--- config.mk ---
export PLATFORM = sky130hd
export DESIGN_NAME = calc_sequencer_flat
export DESIGN_NICKNAME = d
export VERILOG_FILES = /design/src/rtl/calc_sequencer_pkg.sv /design/src/rtl/calc_sequencer_if.sv /design/src/rtl/calc_sequencer_mul.sv /design/src/rtl/calc_sequencer.sv /design/src/flat_wrapper.sv
export SDC_FILE = /design/constraint.sdc
export NUM_CORES = 1
export LEC_CHECK = 0
export CAP_MARGIN = 20
export CORE_MARGIN = 10
export CORE_UTILIZATION = 57
export CTS_CLUSTER_SIZE = 20
export DETAILED_ROUTE_END_ITERATION = 10
export PLACE_DENSITY = 0.82
export SLEW_MARGIN = 20
export SYNTH_ARGS = -nofsm -noshare
export SYNTH_HDL_FRONTEND = slang
export SYNTH_SLANG_ARGS = --single-unit
export TNS_END_PERCENT = 30
--- constraint.sdc ---
create_clock -name clk -period 4.1 [get_ports clk]
set_clock_uncertainty 0.1 [all_clocks]
set_input_delay 0.41 -clock clk [delete_from_list [all_inputs] [get_ports clk]]
set_output_delay 0.41 -clock clk [all_outputs]
set_load 0.01 [all_outputs]
--- src/rtl/calc_sequencer_pkg.sv ---
// Shared types and constants for the keypad calculator sequencer.
// Includes FSM states, operator codes and the largest displayable magnitude.
package calc_pkg;

  typedef enum logic [1:0] {
    ENTER_A = 2'd0,
    ENTER_B = 2'd1,
    CALC    = 2'd2,
    SHOW    = 2'd3
  } state_t;

  typedef enum logic [1:0] {
    OP_NONE = 2'd0,
    OP_ADD  = 2'd1,
    OP_SUB  = 2'd2,
    OP_MUL  = 2'd3
  } op_t;

  // Returns 10^digits - 1, the largest value that fits in the digit budget.
  function automatic longint unsigned max_operand(input int unsigned digits);
    longint unsigned v;
    v = 1;
    for (int unsigned i = 0; i < digits; i++) begin
      v = v * 10;
    end
    return v - 1;
  endfunction

endpackage

--- src/rtl/calc_sequencer_if.sv ---
// Keypad-decoder inputs and display-driver outputs of the calculator sequencer.
// The sequencer uses the slave side; whatever drives the keys uses the master side.
interface calc_sequencer_if #(parameter int RES_W = 28);
  logic             btn_press;
  logic             is_num;
  logic             is_op;
  logic             is_eq;
  logic [3:0]       num_val;
  logic [1:0]       op_val;
  logic [RES_W-1:0] disp_val;
  logic             disp_neg;
  logic             ovf;
  logic             busy;
  logic             done;

  modport master (
    output btn_press, is_num, is_op, is_eq, num_val, op_val,
    input  disp_val, disp_neg, ovf, busy, done
  );

  modport slave (
    input  btn_press, is_num, is_op, is_eq, num_val, op_val,
    output disp_val, disp_neg, ovf, busy, done
  );
endinterface

--- src/rtl/calc_sequencer_mul.sv ---
// Unsigned shift-add multiplier, one partial product per cycle.
// The first iteration runs on the start edge, so valid pulses WIDTH cycles after start.
module calc_mul #(
  parameter int WIDTH = 14,
  parameter int RES_W = 2 * WIDTH
) (
  input  logic             clk,
  input  logic             rst,
  input  logic             start,
  input  logic [WIDTH-1:0] a,
  input  logic [WIDTH-1:0] b,
  output logic [RES_W-1:0] prod,
  output logic             valid
);

  localparam int CNT_W = $clog2(WIDTH + 1);

  logic [RES_W-1:0] mcand_q, mcand_d;
  logic [RES_W-1:0] acc_q, acc_d;
  logic [WIDTH-1:0] mplier_q, mplier_d;
  logic [CNT_W-1:0] cnt_q, cnt_d;
  logic             valid_q, valid_d;

  always_comb begin
    mcand_d  = mcand_q;
    acc_d    = acc_q;
    mplier_d = mplier_q;
    cnt_d    = cnt_q;
    valid_d  = 1'b0;
    if (start) begin
      acc_d    = b[0] ? RES_W'(a) : '0;
      mcand_d  = RES_W'(a) << 1;
      mplier_d = b >> 1;
      cnt_d    = CNT_W'(WIDTH - 1);
      valid_d  = (WIDTH == 1);
    end else if (cnt_q != '0) begin
      if (mplier_q[0]) begin
        acc_d = acc_q + mcand_q;
      end
      mcand_d  = mcand_q << 1;
      mplier_d = mplier_q >> 1;
      cnt_d    = cnt_q - CNT_W'(1);
      valid_d  = (cnt_q == CNT_W'(1));
    end
  end

  always_ff @(posedge clk or posedge rst) begin
    if (rst) begin
      mcand_q  <= '0;
      acc_q    <= '0;
      mplier_q <= '0;
      cnt_q    <= '0;
      valid_q  <= 1'b0;
    end else begin
      mcand_q  <= mcand_d;
      acc_q    <= acc_d;
      mplier_q <= mplier_d;
      cnt_q    <= cnt_d;
      valid_q  <= valid_d;
    end
  end

  assign prod  = acc_q;
  assign valid = valid_q;

endmodule

--- src/rtl/calc_sequencer.sv ---
// Turns keypad press levels into a two-operand add/sub/mul transaction and
// holds the sign-magnitude result for the display driver.
module calc_sequencer
  import calc_pkg::*;
#(
  parameter int DIGITS = 4,
  parameter int WIDTH  = 14,
  parameter int RES_W  = 2 * WIDTH
) (
  input  logic              clk,
  input  logic              rst,
  calc_sequencer_if.slave   kp
);

  localparam int               CNT_W   = $clog2(DIGITS + 1);
  localparam logic [RES_W-1:0] MAX_MAG = RES_W'(max_operand(DIGITS));

  state_t           state_q, state_d;
  op_t              op_q, op_d;
  logic [WIDTH-1:0] a_q, a_d, b_q, b_d;
  logic [CNT_W-1:0] cnt_a_q, cnt_a_d, cnt_b_q, cnt_b_d;
  logic [RES_W-1:0] res_q, res_d;
  logic             neg_q, neg_d, ovf_q, ovf_d, done_q, done_d;
  logic             btn_q, mul_start_q, mul_start_d;
  logic             key_evt;
  logic [RES_W-1:0] sum, diff, mul_prod;
  logic             mul_valid;

  assign key_evt = kp.btn_press & ~btn_q;
  assign sum     = RES_W'(a_q) + RES_W'(b_q);
  assign diff    = (a_q >= b_q) ? RES_W'(a_q - b_q) : RES_W'(b_q - a_q);

  calc_mul #(.WIDTH(WIDTH), .RES_W(RES_W)) u_mul (
    .clk   (clk),
    .rst   (rst),
    .start (mul_start_q),
    .a     (a_q),
    .b     (b_q),
    .prod  (mul_prod),
    .valid (mul_valid)
  );

  always_comb begin
    state_d     = state_q;
    op_d        = op_q;
    a_d         = a_q;
    b_d         = b_q;
    cnt_a_d     = cnt_a_q;
    cnt_b_d     = cnt_b_q;
    res_d       = res_q;
    neg_d       = neg_q;
    ovf_d       = ovf_q;
    done_d      = 1'b0;
    mul_start_d = 1'b0;
    case (state_q)
      ENTER_A: begin
        if (key_evt && kp.is_num) begin
          if (cnt_a_q < CNT_W'(DIGITS)) begin
            a_d     = a_q * WIDTH'(10) + WIDTH'(kp.num_val);
            cnt_a_d = cnt_a_q + CNT_W'(1);
          end
        end else if (key_evt && kp.is_op && kp.op_val != 2'd0) begin
          op_d    = op_t'(kp.op_val);
          state_d = ENTER_B;
        end else if (key_evt && kp.is_eq) begin
          res_d   = RES_W'(a_q);
          neg_d   = 1'b0;
          ovf_d   = RES_W'(a_q) > MAX_MAG;
          done_d  = 1'b1;
          state_d = SHOW;
        end
      end
      ENTER_B: begin
        if (key_evt && kp.is_num) begin
          if (cnt_b_q < CNT_W'(DIGITS)) begin
            b_d     = b_q * WIDTH'(10) + WIDTH'(kp.num_val);
            cnt_b_d = cnt_b_q + CNT_W'(1);
          end
        end else if (key_evt && kp.is_op) begin
          if (cnt_b_q == '0 && kp.op_val != 2'd0) begin
            op_d = op_t'(kp.op_val);
          end
        end else if (key_evt && kp.is_eq) begin
          mul_start_d = (op_q == OP_MUL);
          state_d     = CALC;
        end
      end
      CALC: begin
        // Key events are deliberately dropped here; only completion matters.
        if (op_q == OP_MUL) begin
          if (mul_valid) begin
            res_d   = mul_prod;
            neg_d   = 1'b0;
            ovf_d   = mul_prod > MAX_MAG;
            done_d  = 1'b1;
            state_d = SHOW;
          end
        end else if (op_q == OP_SUB) begin
          res_d   = diff;
          neg_d   = (a_q < b_q);
          ovf_d   = diff > MAX_MAG;
          done_d  = 1'b1;
          state_d = SHOW;
        end else begin
          res_d   = sum;
          neg_d   = 1'b0;
          ovf_d   = sum > MAX_MAG;
          done_d  = 1'b1;
          state_d = SHOW;
        end
      end
      SHOW: begin
        if (key_evt && kp.is_num) begin
          a_d     = WIDTH'(kp.num_val);
          cnt_a_d = CNT_W'(1);
          b_d     = '0;
          cnt_b_d = '0;
          op_d    = OP_NONE;
          ovf_d   = 1'b0;
          neg_d   = 1'b0;
          state_d = ENTER_A;
        end
      end
      default: state_d = ENTER_A;
    endcase
  end

  always_ff @(posedge clk or posedge rst) begin
    if (rst) begin
      state_q     <= ENTER_A;
      op_q        <= OP_NONE;
      a_q         <= '0;
      b_q         <= '0;
      cnt_a_q     <= '0;
      cnt_b_q     <= '0;
      res_q       <= '0;
      neg_q       <= 1'b0;
      ovf_q       <= 1'b0;
      done_q      <= 1'b0;
      btn_q       <= 1'b0;
      mul_start_q <= 1'b0;
    end else begin
      state_q     <= state_d;
      op_q        <= op_d;
      a_q         <= a_d;
      b_q         <= b_d;
      cnt_a_q     <= cnt_a_d;
      cnt_b_q     <= cnt_b_d;
      res_q       <= res_d;
      neg_q       <= neg_d;
      ovf_q       <= ovf_d;
      done_q      <= done_d;
      btn_q       <= kp.btn_press;
      mul_start_q <= mul_start_d;
    end
  end

  // Operands stay frozen during CALC, so the entry-mode mux also holds the display there.
  always_comb begin
    kp.disp_val = RES_W'(a_q);
    case (state_q)
      ENTER_A: kp.disp_val = RES_W'(a_q);
      SHOW:    kp.disp_val = res_q;
      default: kp.disp_val = (cnt_b_q != '0) ? RES_W'(b_q) : RES_W'(a_q);
    endcase
  end

  assign kp.disp_neg = (state_q == SHOW) & neg_q;
  assign kp.ovf      = ovf_q;
  assign kp.busy     = (state_q == CALC);
  assign kp.done     = done_q;

endmodule
--- src/flat_wrapper.sv ---
// flat-port wrapper written by rule: the top's interface ports become plain ports
module calc_sequencer_flat import calc_pkg::*;
#(
  parameter int DIGITS = 4,
  parameter int WIDTH  = 14,
  parameter int RES_W  = 2 * WIDTH
)
  (clk, rst, kp_btn_press, kp_is_num, kp_is_op, kp_is_eq, kp_num_val, kp_op_val, kp_disp_val, kp_disp_neg, kp_ovf, kp_busy, kp_done);
  calc_sequencer_if #(.RES_W(RES_W)) kp_i ();
  input  logic clk;
  input  logic rst;
  input wire logic [$bits(kp_i.btn_press)-1:0] kp_btn_press;
  input wire logic [$bits(kp_i.is_num)-1:0] kp_is_num;
  input wire logic [$bits(kp_i.is_op)-1:0] kp_is_op;
  input wire logic [$bits(kp_i.is_eq)-1:0] kp_is_eq;
  input wire logic [$bits(kp_i.num_val)-1:0] kp_num_val;
  input wire logic [$bits(kp_i.op_val)-1:0] kp_op_val;
  output wire logic [$bits(kp_i.disp_val)-1:0] kp_disp_val;
  output wire logic [$bits(kp_i.disp_neg)-1:0] kp_disp_neg;
  output wire logic [$bits(kp_i.ovf)-1:0] kp_ovf;
  output wire logic [$bits(kp_i.busy)-1:0] kp_busy;
  output wire logic [$bits(kp_i.done)-1:0] kp_done;
  assign kp_i.btn_press = kp_btn_press;
  assign kp_i.is_num = kp_is_num;
  assign kp_i.is_op = kp_is_op;
  assign kp_i.is_eq = kp_is_eq;
  assign kp_i.num_val = kp_num_val;
  assign kp_i.op_val = kp_op_val;
  assign kp_disp_val = kp_i.disp_val;
  assign kp_disp_neg = kp_i.disp_neg;
  assign kp_ovf = kp_i.ovf;
  assign kp_busy = kp_i.busy;
  assign kp_done = kp_i.done;
  calc_sequencer #(.DIGITS(DIGITS), .WIDTH(WIDTH), .RES_W(RES_W)) u_core (.clk(clk), .rst(rst), .kp(kp_i));
endmodule
### Word-level counts from Yosys, hierarchy flattened

Index checks and enable logic that the tools add are counted.

* div/mod/pow operators: 0
* equal/unequal tests: 22
* bitwise operators: 3
* multiplexer cells: 79
* shift-type cells: 0
* $add $sub $neg: 9
* reductions and logical operators: 24
* multipliers: 2
* magnitude comparators: 8

Operators by type and width (number)
* two-way mux 28 bit: 12
* two-way mux 14 bit: 10
* case mux 28 bit (2 select lines): 2
* > comparator 28 x 14 -> 1 bit, second input constant: 3
* case mux 14 bit (2 select lines): 2
* subtractor 14 x 14 -> 15 bit: 2
* adder 14 x 4 -> 14 bit: 2
* adder 28 bit: 1
* multiplier 14 x 3 -> 13 bit, second input constant: 2
* two-way mux 2 bit: 14
* two-way mux 1 bit: 24
* inequality test 2 x 1 -> 1 bit, second input constant: 10
* two-way mux 3 bit: 6
* adder 14 x 14 -> 15 bit: 1
* >= comparator 14 bit: 1
* > comparator 14 bit, second input constant: 1
* less-than comparator 14 bit: 1
* AND reduction 7 bit: 2
* case mux 3 bit (2 select lines): 2
* nonzero test 2 bit: 6
* nonzero test 3 bit: 3
* equality test 2 bit, second input constant: 4
* two-way mux 4 bit: 2
* inequality test 2 bit, second input constant: 4
* 21 further kinds: 30

* bits of input ports: 12
* register bits after elaboration: 146
* memory bits (read-only): 0
* memories kept: 0
* word-level logic and storage cells: 164
* bits in latches: 0
* output and inout bits: 32
* RAM bits: 0

### Depth between registers and ports, before layout

* depth after elaboration: 7
* depth in mapped cells: 14

### Hierarchy

A second synthesis with hierarchy kept.

* cell total of the unflattened synthesis: 1439
* area total of the unflattened synthesis: 11985.2 um2

Modules (own cells, without submodules)
* calc_sequencer: area an instance 7397.1 um2, instances 1, cells an instance 908
* calc_mul: area an instance 4588.2 um2, instances 1, cells an instance 531

### Worst setup path before layout

Ideal clock, no wire load.

* path type: register to register
* start: reg u_core.b_q[12]
* end: reg u_core.ovf_q (netlist: u_core.kp.ovf)
* clock period less this slack: 3.196 ns
* setup time: 0.132 ns
* slack: 0.904 ns
* data arrival time: 2.964 ns
* buffers on the path: 2
* stages on the path, launching flop included: 14
* cell sequence: dfrtp_1 inv_1 ha_1 buf_6 a2111oi_4 o21ai_2 a21oi_4 o21a_2 buf_6 mux2i_1 xnor2_1 or4b_4 a311oi_2 o21ai_1

* longest elaborated chain between the ends: 6

RTL lines
* start: declaration: line calc_sequencer.sv:20 `logic [WIDTH-1:0] a_q, a_d, b_q, b_d;`
* start signal: assignment: line calc_sequencer.sv:133 `b_q <= '0;`
* start signal: assignment: line calc_sequencer.sv:146 `b_q <= b_d;`
* subtractor 14 x 14 -> 15 bit or >= comparator 14 bit (tied branches): line calc_sequencer.sv:31 `assign diff = (a_q >= b_q) ? RES_W'(a_q - b_q) : RES_W'(b_q - a_q);`
* two-way mux 28 bit: line calc_sequencer.sv:31
* > comparator 28 x 14 -> 1 bit: line calc_sequencer.sv:101 `ovf_d = diff > MAX_MAG;`
* two-way mux 1 bit *: line calc_sequencer.sv:98 `end else if (op_q == OP_SUB) begin`
* two-way mux 1 bit *: line calc_sequencer.sv:90 `if (op_q == OP_MUL) begin`
* case mux 1 bit (3 select lines) *: line calc_sequencer.sv:55 `case (state_q)`
* end signal: assignment: line calc_sequencer.sv:151 `ovf_q <= ovf_d;`
* end: declaration: line calc_sequencer.sv:23 `logic neg_q, neg_d, ovf_q, ovf_d, done_q, done_d;`

Mark *: on every way between the ends. The rest lies on a longest branch, timed or not.
A chain may end at the register's enable or synchronous reset.

### Worst setup path in the final report

* start: reg u_core.state_q[0]
* end: out kp_disp_val[0]

* longest elaborated chain between the ends: 2

RTL lines
* start: declaration: line calc_sequencer.sv:18 `state_t state_q, state_d;`
* start signal: assignment: line calc_sequencer.sv:143 `state_q <= state_d;`
* equality test 2 bit or logical NOT 2 bit (tied branches): line calc_sequencer.sv:161 `case (state_q)`
* case mux 28 bit (2 select lines) *: line calc_sequencer.sv:161
* end: declaration: line flat_wrapper.sv:18 `output wire logic [$bits(kp_i.disp_val)-1:0] kp_disp_val;`

Marks and branches as above.

==> summary.md <==
| Metric | Value |
|---|---|
| Outcome | `complete, no violations` |
| Most common cell after layout, fill and taps aside | `nand2_1` |
| Root buffer cell | `clkbuf_16` |
| Hold buffers post-CTS | `0` |
| Fin util | `64.8%` |
| Synth unique cells | `80` |
| DR vias | `11400` |
| CP max FO | `11` |
| Reg2Reg Depth | `11` |
| RSZ-0062 raised after global routing | `no` |
| Final-report hold violation count | `0` |
| Vias per cell | `approximately 6.4` |
| TritonCTS Buffers | `17` |
| Power per cell area | `983 mW/mm^2` |
| Main synth FF type | `dfrtp_1` |
| Area Overhead vs Synth | `12.4%` |
| F_max | `0.262 GHz` |
| Overall power | `0.0133 W` |
| R2R setup slack | `420 ps` |
| Clk sinks | `144` |
| H-tree levels | `4` |
| Hold path endpoint | `u_core.btn_q$_DFF_PP0_` |
| Synth Warn # | `0` |
| Slew Viols, Final | `0` |
| # fillers | `between 1500 and 2000` |
| EDFF count, synth | `0` |
| Max_cap viols | `0` |
| Reg2Reg Launch Point | `u_core.b_q[8]$_DFFE_PP0P_` |
| Top-area cell type share of the netlist area | `29.8%` |
| Pleak | `6.29 nW` |
| Sequential share of the synthesized area | `29.8%` |
| Final instance area | `~0.014 mm^2` |
| Slowest library cell on the worst path | `a222oi_1` |
| DP Area | `0.0130 mm^2` |
| Routed Antenna Nets | `0` |
| Initial Utilization | `57.7%` |
| Share of cells above drive strength 1 | `7.96%` |
| Period minus WS final | `3810 ps` |
| Synthesized netlist cell count | `1459` |
| GR Overflow Total | `0` |
| Mean post-synth cell area | `just over 8 um^2` |
| Crit Path Class | `reg2out` |
| Syn nets | `1600` |
| GR Util All Layers | `between 20 and 30%` |
| Peak VDD IR | `0.479 mV` |
| DRT Wirelength | `39500 um` |
| Layout Nets | `1648` |
| CP startpoint kind | `register` |
| Die area | `roughly 0.027 mm^2` |
| Post-synthesis register bit count | `about 140` |
| Crit share post-route | `92.9%` |
| Cell Chain, Critical Path | `inv_1 > ha_1 > buf_4 > nand2_1 > o21ai_1 > buf_4 > a222oi_1 > inv_1 > clkdlybuf4s50_1` |
| CTS tree | `done` |
| CP bufs+invs | `5` |
| Slowest stage delay, CP | `around 760 ps` |
| Worst EP arrival | `3300 ps` |
| Setup TNS | `0 ps` |
| CP top delay family | `buffers and inverters` |
| Antenna Cells | `0` |
| Number of I/O port buffers | `43` |
| Post-DP HPWL | `roughly 30000 um` |
| Worst-Margin Slew | `823 ps` |
| Global-route wire length before repair | `62300 um` |
| Die width | `between 150 and 200 um` |
| Initial antenna violation count | `1` |
| Core Footprint | `around 0.021 mm^2` |
| Row cnt | `53` |
| Largest net degree at the start of global routing | `approximately 150` |
| Maximum clock insertion buffer count | `2` |
| Asr flop ratio synth | `100%` |
| Die Y-Extent | `around 170 um` |
| Cell Area, Synth | `0.0121 mm^2` |
| Vias in the first global route | `between 10000 and 15000` |
| Type of the most critical hold path | `in2reg` |
| Capturing point of the worst reg2reg path | `u_core.kp.ovf$_DFFE_PP0P_` |
| Rel. slew slack | `45.2%` |
| Area leader, netlist | `dfrtp_1` |
| Most frequent cells in the layout | `nand2_1, dfrtp_1, o21ai_0, ha_1, a21oi_1` |
| CP Capture Type | `primary output` |
| Worst Min Path Start | `kp_btn_press` |
| Largest cells by area after synthesis | `dfrtp_1, ha_1, nand2_1` |
| Clk_lat worst skew | `450 ps` |
| Placer congestion estimate | `1.03` |
| DR pass1 iterations | `7` |
| Critical Path RT | `3590 ps` |
| Clock transition at path regs | `roughly 70 ps` |
| DRT iter0 DRCs | `approximately 1300` |
| Remaining DRCs | `0` |
| WHS Path Cells | `1` |
| Final setup fails | `0` |
| IO Pins | `44` |
| Wire per inst | `22.0 um` |
## what timing repair did
item / CTS / global route
endpoints found under the hold margin: 0 / 0
buffers inserted: 0 / 1
endpoints found under the setup margin: 0 / 1
resized for setup: 0 / 0
## metrics by stage
stage / setup WS (ps) / cells / hold slack [ps]
floorplan: 904 / 1459 / 330
global placement: 467 / 1762 / 353
detailed placement: 448 / 1762 / 366
CTS: 348 / 1794 / 324
global route: 151 / 1795 / 353
finish: 289 / 1795 / 331
## area by class of cell
cell class | count | area, um^2 | share of cell area, %
clock buffers | 17 | 425 | 3.13
clock inverters | 15 | 164 | 1.21
inverters | 98 | 372 | 2.74
multi-input cells | 1151 | 7840 | 57.7
flip-flops and latches | 144 | 3600 | 26.5
well taps | 275 | 344 | 2.53
repair buffers | 95 | 833 | 6.13
## power by group
group          switching, W  internal [W]  total [W]
sequential         0.000430       0.00181    0.00224
combinational       0.00573       0.00376    0.00949
clock              0.000754      0.000869    0.00162
total               0.00691       0.00643     0.0133
## worst max-delay path by stage
stage | from | endpoint | depth (start not counted)
finish | u_core.state_q[0]$_DFFE_PP0P_ | kp_disp_val[0] | 9
global route | u_core.b_q[1]$_DFFE_PP0P_ | u_core.b_q[13]$_DFFE_PP0P_ | 13
CTS | u_core.state_q[0]$_DFFE_PP0P_ | kp_disp_val[0] | 9
detailed placement | u_core.b_q[0]$_DFFE_PP0P_ | u_core.res_q[26]$_DFFE_PP0P_ | 13
global placement | u_core.b_q[11]$_DFFE_PP0P_ | u_core.res_q[20]$_DFFE_PP0P_ | 11
floorplan | u_core.b_q[12]$_DFFE_PP0P_ | u_core.kp.ovf$_DFFE_PP0P_ | 13
## cells by family (layout without fill, tap and decap cells)
logic type | count (synthesis) | in the layout | share of synthesized area (%)
compound gates | 430 | 430 | 22.7
buf+inv | 164 | 225 | 5.40
xor+xnor | 68 | 68 | 4.93
simple gates | 469 | 469 | 18.6
fa+ha+maj | 129 | 129 | 13.8
mux | 55 | 55 | 4.64
flops | 144 | 144 | 29.8
## synthesized netlist by cell type (4+ instances only)
cell and count:
buf_4 5, a222oi_1 9, or4_1 5, and2_1 26, a221oi_1 7, nor2b_1 18
nor3_1 32, buf_1 4, o41ai_1 4, a211o_1 4, o21bai_1 7, a21oi_1 104
nand3b_1 4, nand2b_1 16, a211oi_1 17, o31ai_1 16, a21o_1 25, xor2_1 27
o211ai_1 14, or3_1 9, o21a_1 11, dfrtp_1 144, ha_1 121, nand2_1 189
a31o_2 6, inv_1 95, o31a_1 4, clkbuf_1 52, a311oi_1 4, fa_1 8
mux2_2 8, nor2_1 87, a31oi_1 15, a32o_1 4, mux2i_1 47, xnor2_1 41
nor3b_1 6, nand4_1 11, a22o_1 4, o21ai_0 140, nor4_1 8, nand3_1 37
## flip-flops by register name, indices dropped and copies added (netlist names), 4 cells and up
register               count
u_core.b_q                14
u_core.a_q                14
u_core.u_mul.mcand_q      27
u_core.res_q              28
u_core.u_mul.mplier_q     13
u_core.u_mul.cnt_q         4
u_core.u_mul.prod         28
## per-layer routing
metal	global-route usage, %	vias to the layer above	routed length (um)
met1	33.9	5479	16000
met4	15.8	2	2100
met5	0	-	14
met3	5.23	109	2930
met2	45.6	523	18400
li1	-	5322	-
Power figures use the tool's default switching activity.
